### config.mk
export PLATFORM = sky130hd
export DESIGN_NAME = stage_draw_engine_flat
export DESIGN_NICKNAME = d
export VERILOG_FILES = /design/src/rtl/stage_draw_engine_if.sv /design/src/rtl/stage_draw_engine.sv /design/src/flat_wrapper.sv
export SDC_FILE = /design/constraint.sdc
export NUM_CORES = 1
export LEC_CHECK = 0
export CORE_UTILIZATION = 50
export CTS_CLUSTER_SIZE = 8
export DETAILED_ROUTE_END_ITERATION = 7
export PLACE_DENSITY = 0.79
export SYNTH_ARGS = -nofsm -noshare
export SYNTH_HDL_FRONTEND = slang
export SYNTH_SLANG_ARGS = --single-unit
### constraint.sdc
create_clock -name clock -period 3.7 [get_ports clock]
set_input_delay 0.925 -clock clock [delete_from_list [all_inputs] [get_ports clock]]
set_output_delay 0.925 -clock clock [all_outputs]
set_load 0.02 [all_outputs]
### src/rtl/stage_draw_engine_if.sv
// Request, ROM and VGA signals of the stage draw engine.
// slave = engine side, master = control FSM / ROM / VGA side.
interface stage_draw_engine_if;
  logic        copy_enable;
  logic [1:0]  memory_select;
  logic        tile_enable;
  logic [3:0]  tile_select;
  logic [6:0]  tile_index;
  logic [1:0]  bg_bank;
  logic [14:0] bg_addr;
  logic [2:0]  bg_data;
  logic [10:0] tile_addr;
  logic [2:0]  tile_data;
  logic [7:0]  x;
  logic [6:0]  y;
  logic [2:0]  colour;
  logic        plot;
  logic        finished;
  logic        busy;

  modport slave (
    input  copy_enable, memory_select, tile_enable, tile_select, tile_index,
    input  bg_data, tile_data,
    output bg_bank, bg_addr, tile_addr, x, y, colour, plot, finished, busy
  );

  modport master (
    output copy_enable, memory_select, tile_enable, tile_select, tile_index,
    output bg_data, tile_data,
    input  bg_bank, bg_addr, tile_addr, x, y, colour, plot, finished, busy
  );
endinterface

### src/rtl/stage_draw_engine.sv
// Background copy / grid tile blitter: one ROM address per cycle, plot one cycle later.
// Requests are held levels; no backpressure, `finished` pulses once per accepted request.
module stage_draw_engine #(
  parameter int SCREEN_W  = 160,
  parameter int SCREEN_H  = 120,
  parameter int TILE_SIZE = 10,
  parameter int GRID_W    = 11,
  parameter int X_OFF     = 25,
  parameter int Y_OFF     = 5
) (
  input  logic               clock,
  input  logic               reset,
  stage_draw_engine_if.slave bus
);

  localparam logic [7:0] X_LAST   = 8'(SCREEN_W - 1);
  localparam logic [6:0] Y_LAST   = 7'(SCREEN_H - 1);
  localparam logic [3:0] T_LAST   = 4'(TILE_SIZE - 1);
  localparam logic [6:0] IDX_LAST = 7'(GRID_W * GRID_W - 1);
  localparam logic [6:0] GRID_W7  = 7'(GRID_W);

  typedef enum logic [2:0] {IDLE, COPY, TILE, DRAIN, DONE} state_t;

  state_t      state, state_nxt;

  logic [1:0]  bank_r;
  logic [14:0] bg_addr_r;
  logic [10:0] tile_addr_r;
  logic [7:0]  ax, ox;
  logic [6:0]  ay;
  logic [3:0]  px, py;
  logic [7:0]  x_r;
  logic [6:0]  y_r;
  logic [2:0]  colour_r;
  logic        plot_r, finished_r, busy_r;

  logic [3:0]  grid_row, grid_col;
  logic [7:0]  origin_x;
  logic [6:0]  origin_y;
  logic [10:0] tile_base;
  logic        idx_ok, copy_last, tile_last;

  // Grid origin of the requested tile, valid only when idx_ok.
  always_comb begin
    grid_row  = 4'(bus.tile_index / GRID_W7);
    grid_col  = 4'(bus.tile_index % GRID_W7);
    origin_x  = 8'(X_OFF) + 8'(grid_col) * 8'(TILE_SIZE);
    origin_y  = 7'(Y_OFF) + 7'(grid_row) * 7'(TILE_SIZE);
    tile_base = 11'(bus.tile_select) * 11'(TILE_SIZE * TILE_SIZE);
    idx_ok    = (bus.tile_index <= IDX_LAST);
    copy_last = (ax == X_LAST) && (ay == Y_LAST);
    tile_last = (px == T_LAST) && (py == T_LAST);
  end

  always_ff @(posedge clock or posedge reset) begin
    if (reset) state <= IDLE;
    else       state <= state_nxt;
  end

  always_comb begin
    state_nxt = state;
    case (state)
      IDLE: begin
        if (bus.copy_enable)      state_nxt = COPY;
        else if (bus.tile_enable) state_nxt = idx_ok ? TILE : DONE;
      end
      COPY:    if (copy_last) state_nxt = DRAIN;
      TILE:    if (tile_last) state_nxt = DRAIN;
      DRAIN:   state_nxt = DONE;
      DONE:    state_nxt = IDLE;
      default: state_nxt = IDLE;
    endcase
  end

  always_ff @(posedge clock or posedge reset) begin
    if (reset) begin
      bank_r      <= '0;
      bg_addr_r   <= '0;
      tile_addr_r <= '0;
      ax          <= '0;
      ay          <= '0;
      ox          <= '0;
      px          <= '0;
      py          <= '0;
      x_r         <= '0;
      y_r         <= '0;
      colour_r    <= '0;
      plot_r      <= 1'b0;
      finished_r  <= 1'b0;
      busy_r      <= 1'b0;
    end else begin
      plot_r     <= 1'b0;
      finished_r <= 1'b0;
      case (state)
        IDLE: begin
          if (bus.copy_enable) begin
            bank_r    <= (bus.memory_select == 2'd3) ? 2'd0 : bus.memory_select;
            bg_addr_r <= '0;
            ax        <= '0;
            ay        <= '0;
            busy_r    <= 1'b1;
          end else if (bus.tile_enable) begin
            if (idx_ok) begin
              tile_addr_r <= tile_base;
              ox          <= origin_x;
              ax          <= origin_x;
              ay          <= origin_y;
              px          <= '0;
              py          <= '0;
              busy_r      <= 1'b1;
            end else begin
              // Off-grid index: nothing to draw, report completion straight away.
              finished_r  <= 1'b1;
            end
          end
        end
        COPY: begin
          plot_r   <= 1'b1;
          x_r      <= ax;
          y_r      <= ay;
          colour_r <= bus.bg_data;
          if (!copy_last) begin
            bg_addr_r <= bg_addr_r + 15'd1;
            if (ax == X_LAST) begin
              ax <= '0;
              ay <= ay + 7'd1;
            end else begin
              ax <= ax + 8'd1;
            end
          end
        end
        TILE: begin
          plot_r   <= 1'b1;
          x_r      <= ax;
          y_r      <= ay;
          colour_r <= bus.tile_data;
          if (!tile_last) begin
            tile_addr_r <= tile_addr_r + 11'd1;
            if (px == T_LAST) begin
              px <= '0;
              py <= py + 4'd1;
              ax <= ox;
              ay <= ay + 7'd1;
            end else begin
              px <= px + 4'd1;
              ax <= ax + 8'd1;
            end
          end
        end
        DRAIN: begin
          finished_r <= 1'b1;
          busy_r     <= 1'b0;
        end
        default: ;
      endcase
    end
  end

  assign bus.bg_bank   = bank_r;
  assign bus.bg_addr   = bg_addr_r;
  assign bus.tile_addr = tile_addr_r;
  assign bus.x         = x_r;
  assign bus.y         = y_r;
  assign bus.colour    = colour_r;
  assign bus.plot      = plot_r;
  assign bus.finished  = finished_r;
  assign bus.busy      = busy_r;

endmodule

### src/flat_wrapper.sv
// flat-port wrapper written by rule: the top's interface ports become plain ports
module stage_draw_engine_flat 
#(
  parameter int SCREEN_W  = 160,
  parameter int SCREEN_H  = 120,
  parameter int TILE_SIZE = 10,
  parameter int GRID_W    = 11,
  parameter int X_OFF     = 25,
  parameter int Y_OFF     = 5
)
  (clock, reset, bus_copy_enable, bus_memory_select, bus_tile_enable, bus_tile_select, bus_tile_index, bus_bg_data, bus_tile_data, bus_bg_bank, bus_bg_addr, bus_tile_addr, bus_x, bus_y, bus_colour, bus_plot, bus_finished, bus_busy);
  stage_draw_engine_if bus_i ();
  input  logic clock;
  input  logic reset;
  input wire logic [$bits(bus_i.copy_enable)-1:0] bus_copy_enable;
  input wire logic [$bits(bus_i.memory_select)-1:0] bus_memory_select;
  input wire logic [$bits(bus_i.tile_enable)-1:0] bus_tile_enable;
  input wire logic [$bits(bus_i.tile_select)-1:0] bus_tile_select;
  input wire logic [$bits(bus_i.tile_index)-1:0] bus_tile_index;
  input wire logic [$bits(bus_i.bg_data)-1:0] bus_bg_data;
  input wire logic [$bits(bus_i.tile_data)-1:0] bus_tile_data;
  output wire logic [$bits(bus_i.bg_bank)-1:0] bus_bg_bank;
  output wire logic [$bits(bus_i.bg_addr)-1:0] bus_bg_addr;
  output wire logic [$bits(bus_i.tile_addr)-1:0] bus_tile_addr;
  output wire logic [$bits(bus_i.x)-1:0] bus_x;
  output wire logic [$bits(bus_i.y)-1:0] bus_y;
  output wire logic [$bits(bus_i.colour)-1:0] bus_colour;
  output wire logic [$bits(bus_i.plot)-1:0] bus_plot;
  output wire logic [$bits(bus_i.finished)-1:0] bus_finished;
  output wire logic [$bits(bus_i.busy)-1:0] bus_busy;
  assign bus_i.copy_enable = bus_copy_enable;
  assign bus_i.memory_select = bus_memory_select;
  assign bus_i.tile_enable = bus_tile_enable;
  assign bus_i.tile_select = bus_tile_select;
  assign bus_i.tile_index = bus_tile_index;
  assign bus_i.bg_data = bus_bg_data;
  assign bus_i.tile_data = bus_tile_data;
  assign bus_bg_bank = bus_i.bg_bank;
  assign bus_bg_addr = bus_i.bg_addr;
  assign bus_tile_addr = bus_i.tile_addr;
  assign bus_x = bus_i.x;
  assign bus_y = bus_i.y;
  assign bus_colour = bus_i.colour;
  assign bus_plot = bus_i.plot;
  assign bus_finished = bus_i.finished;
  assign bus_busy = bus_i.busy;
  stage_draw_engine #(.SCREEN_W(SCREEN_W), .SCREEN_H(SCREEN_H), .TILE_SIZE(TILE_SIZE), .GRID_W(GRID_W), .X_OFF(X_OFF), .Y_OFF(Y_OFF)) u_core (.clock(clock), .reset(reset), .bus(bus_i));
endmodule
Word level (Yosys, flattened, before mapping)
Cells that the tools add are included.

Flip-flop bits (word level): 83.

$add $sub $neg: 8. Multiply operators: 3. Divide/modulo/power cells: 2. $lt $le $gt $ge: 1. Eq/ne operators: 20. Mux-type cells: 50. Bitwise operators: 1. Reductions and logical operators: 18.

Operator list (count): $mux 8 (7); $mux 7 (7); $mux 11 (4); $mux 15 (2); $pmux 15 s2 (1); $mux 4 (7); $pmux 8 s3 (1); $pmux 11 s2 (1); $pmux 7 s3 (1); $pmux 4 s2 (2); $add 15x1->15 const B (1); $mux 3 (5); $pmux 3 s4 (1); $add 11x1->11 const B (1); $ne 2x1->1 const B (5); $ne 2x2->1 const B (5); $reduce_and 5->1 (2); $mul 4x5->9 const B (1); $reduce_and 3->1 (3); $add 4x1->4 const B (2); $add 5x8->8 const A (1); $add 8x1->8 const B (1); $eq 4x4->1 const B (2); $eq 8x8->1 const B (1); other kinds (27) (39).

Logic depth before layout (Yosys ltp)
Gate-level depths: netlist of the first run.

Depth after elaboration: 7. Gate-level depth with buffers: 24.

Least setup slack after synthesis of the first run
No wires, ideal clock.

Kind: input to register. Start point: input port bus_tile_index[3]. End point: register u_core.ox[7]. Setup time: 110 ps. Arrival time: 5983 ps. Required time: 3590 ps. Path slack: -2393 ps. Cell stages on the path: 22. Cell sequence: ha_1 > nand2b_1 > a22o_1 > o311a_1 > a311oi_2 > nand3_4 > xor2_1 > ha_1 > or4b_2 > mux2i_1 > nor2_2 > o21ai_0 > ha_1 > ha_1 > inv_1 > ha_1 > nand2b_1 > or3_1 > nor4_1 > nor3_1 > nor4b_2 > o41ai_1.

Word-level cells in the longest chain between the ends: 3. Elaborated cells between the ends (all ways): 5. Classes of those cells: add/sub (1); mul (1); div (1); order compare (1); reduce/logical (1).

RTL lines: start, declared (RTL line flat_wrapper.sv:19) `input wire logic [$bits(bus_i.tile_index)-1:0] bus_tile_index;`; $mod 7x4->7 (RTL line stage_draw_engine.sv:46) `grid_col = 4'(bus.tile_index % GRID_W7);`; $mul 4x3->7 (RTL line stage_draw_engine.sv:47) `origin_x = 8'(X_OFF) + 8'(grid_col) * 8'(TILE_SIZE);`; $add 5x8->8 (RTL line stage_draw_engine.sv:47); end signal, assigned (RTL line stage_draw_engine.sv:105) `ox <= origin_x;`; end, declared (RTL line stage_draw_engine.sv:29) `logic [7:0] ax, ox;`.

Several ways; a longest one is shown, not always the timed one. A chain may end at the register's enable or synchronous reset.

Worst setup path in the final report of the first run
Start point: input port bus_tile_index[4]. End point: register u_core.ox[7].

Word-level cells in the longest chain between the ends: 3. Elaborated cells between the ends (all ways): 5. Classes of those cells: add/sub (1); mul (1); div (1); order compare (1); reduce/logical (1).

RTL lines: $mod 7x4->7 (RTL line stage_draw_engine.sv:46); net u_core.grid_col[0] (RTL line stage_draw_engine.sv:37) `logic [3:0] grid_row, grid_col;`; $mul 4x3->7 (RTL line stage_draw_engine.sv:47); $add 5x8->8 (RTL line stage_draw_engine.sv:47).

The timed path passes the listed nets, and every way through them passes these cells.

==> key figures, run 1 <==
Run status
  – Status: finished, violations left
  – Failing checks: setup timing

Finish
  – Non-filler instance count after layout: 954
  – Area added between synthesis and finish: 42.5%
  – # diodes: 0
  – Commonest non-fill, non-tap cells in the layout: 107 x buf_4, 104 x nand2_1, 83 x dfrtp_1
  – Final nets: 868
  – Commonest non-fill, non-tap cell in the layout: buf_4
  – Share of layout cells above drive strength 1: 26.7%

Placed design
  – Final HPWL DP: 11000 um
  – Placer Congestion: 0.899
  – Setup WS pre-CTS: -2500 ps
  – IO buf count: 71
  – Inst Count DP: 917

Detailed routing
  – Routed Antenna Nets: 0
  – Via density: 5.92
  – DRC: 0
  – Drt first-iter violations: 460
  – Via count: 5645
  – WL/cell: 16.8 um
  – Pre-antenna DRT Iters: 5
  – Total Wirelength: 16100 um

Floorplanning
  – Die W: 107 um
  – Initial core utilization: 52.4%
  – Core Region: 10500 sq um
  – Die area: 11400 sq um
  – # IOs: 72
  – Die height: 107 um
  – FP Rows: 37

Timing
  – Setup violations, final: 17
  – Final WS setup: -1720 ps
  – Slew Limit Fails: 0
  – Slew margin rel.: 41.8%
  – RSZ-0062 raised after global routing: yes
  – Final min period: 5420 ps
  – Final count of hold timing violations: 0
  – Final Cycle Share: 146%
  – Clk_skew: 12.8 ps
  – Slew @ Worst Pin: 872 ps
  – Maximum clock rate: 0.185 GHz

Clock network
  – CTS Buffer Depth: 2
  – Worst-Skew Late Latency: 360 ps
  – CTS tree: yes
  – H-tree levels: 3
  – Cts hold-fix bufs: 0
  – Worst-path clk slew: 90 ps
  – CTS sink count: 83
  – Root Buffer: clkbuf_8
  – Total CTS buffers: 9

Critical path
  – Crit-path leading delay family: simple AND/OR/NAND/NOR gates
  – Crit path cell chain: buf_8, ha_4, nand2b_4, a22o_1, o311a_1, a311oi_4, nand3_4, xor2_2, ha_2, o31a_1, or3_4, and2_4, ha_4, ha_4, inv_2, ha_4, nand2b_4, or3_4, nor4_4, nor3_2, nor4b_4, o41ai_2
  – Worst Setup Path Type: primary input to flop
  – Critical Path Stages: 22
  – WP data arrival: 5660 ps
  – CP Data Required Time: 3950 ps
  – Startpoint Class: primary input
  – Slowest stage delay, CP: 420 ps
  – Slowest-stage cell, CP: or3_4
  – R2R depth: 8
  – Worst Path Buf+Inv: 2
  – Most used cell, CP: ha_4
  – Critical path peak fanout: 4
  – Crit end category: flop

Power
  – Cell leakage power: 3.44 nW
  – Maximum VDD drop: 0.900 mV
  – Pwr dens: 739 nW/um^2

Yosys
  – Top_reg_cell synth: dfrtp_1
  – Asr flop ratio synth: 100%
  – Post-Syn Area: 5480 sq um
  – Synth Net Count: 695
  – Post-synth EDFFs: 0
  – Yosys reg bits: 83
  – Post-synthesis sequential area ratio: 37.9%
  – Avg Cell Area, Syn: 8.56 sq um
  – Ys Warns: 0
  – Synth Instances: 640
  – Yosys cell types: 76

Job
  – Max cap viols: 0

Global route
  – Global route overflow: 0
  – Vias in the first global route: 5507
  – Total GRT Usage: 28.5%
  – First-pass GRT wire length: 26000 um
  – Initial antenna violation count: 0
  – Largest net degree at the start of global routing: 50

Hold path
  – HP Class: flop to flop
  – Hold path cells: 2
## repair_timing
action,CTS,global route
pin swaps,30,16
endpoints found under the hold margin,0,0
endpoints found under the setup margin,19,19
buffers inserted,16,7
resized for setup,54,34
## worst register-to-register path, cell delays in order (launching register included)
cell,delay (ps)
dfrtp_1,420
ha_1,210
and3_1,250
nand4_1,210
nor3_1,470
o21ai_0,300
nand3_1,140
buf_4,240
mux2_2,360
## cells by family after synthesis
group | Yosys count | share of synthesized area (%)
buffers and inverters | 46 | 3.43
flip-flops | 83 | 37.9
adder cells (fa/ha/maj) | 32 | 7.58
multiplexers | 11 | 2.31
AO/OA/AOI/OAI | 158 | 19.5
XOR/XNOR | 26 | 4.41
AND/OR/NAND/NOR | 284 | 24.9
## worst paths after layout
check | start | slack (ps) | to
worst max register to register | u_core.ax[0]$_DFFE_PP0P_ | 990 | u_core.ox[5]$_DFFE_PP0P_
worst max-delay path | bus_tile_index[4] | -1720 | u_core.ox[7]$_DFFE_PP0P_
max in group asynchronous | reset | 1980 | u_core.ay[3]$_DFFE_PP0P_
min in group asynchronous | reset | 1030 | u_core.bus.tile_addr[10]$_DFFE_PP0P_
worst min register to register | u_core.bus.bg_bank[1]$_DFFE_PP0P_ | 480 | u_core.bus.bg_bank[1]$_DFFE_PP0P_
worst min-delay path | u_core.bus.bg_bank[1]$_DFFE_PP0P_ | 480 | u_core.bus.bg_bank[1]$_DFFE_PP0P_
## per-layer routing
layer,up-vias,GRT usage [%],wire length [um]
met3,36,3.77,953
met4,0,9.59,356
met2,223,49.9,8270
li1,2639,-,-
met1,2747,36.3,6490
met5,-,0,0
## metrics by stage
step                      power, mW  TNS (ps)  hold slack [ps]  area, sq um  util [%]
after detailed placement       4.55    -27840              456         7100      67.9
after floorplan                3.35    -16450              436         5610         -
after CTS                      5.50    -12210              475         7600      72.6
after global placement         4.42    -25930              452         7100      67.9
after global routing           6.14    -16100              509         7810      74.6
final                          5.77    -14550              477         7810      74.6
## cells in the mapped netlist (5+ instances only)
cell type,n,area [sq um]
nand2_1,107,402
dfrtp_1,83,2080
nor2_1,66,248
o21ai_0,57,285
a21oi_1,35,175
ha_1,30,375
nand3_1,25,125
inv_1,21,78.8
clkbuf_1,18,67.6
nor3_1,15,75.1
xor2_1,14,123
a31oi_1,11,68.8
and3_1,11,68.8
xnor2_1,11,96.3
nand2b_1,8,50.1
or3_1,8,50.1
o22ai_1,7,43.8
nand3b_1,6,45.0
nand4_1,6,37.5
a211oi_1,5,37.5
mux2_2,5,56.3
nor4_1,5,31.3
## flip-flops by register name (all words and copies together) (netlist names), 7 cells and up
| name | cells |
|---|---|
| u_core.bus.bg_addr | 15 |
| u_core.bus.tile_addr | 11 |
| u_core.ax | 8 |
| u_core.bus.x | 8 |
| u_core.ox | 8 |
| u_core.ay | 7 |
| u_core.bus.y | 7 |
## final cells by class
type                       count  area, sq um
tap                          136          170
fill                         740         2660
clock buffer                  13          149
timing repair buffer         186         1620
multi-input combinational    511         3660
sequential                    83         2080
clock inverter                 3         46.3
inverter                      22         88.8
## power by group
part | switching [mW] | internal, mW | total, mW
Combinational | 1.88 | 1.68 | 3.56
Clock | 0.334 | 0.334 | 0.669
Sequential | 0.316 | 1.22 | 1.54
Total | 2.53 | 3.24 | 5.77
Power figures use the tool's default switching activity.
==> run 2, diff against run 1 <==
- ABC_CLOCK_PERIOD_IN_PS: not set -> 3700
==> results of run 2 <==
No change in the layout: final DEF, timing and power equal those of run 1.
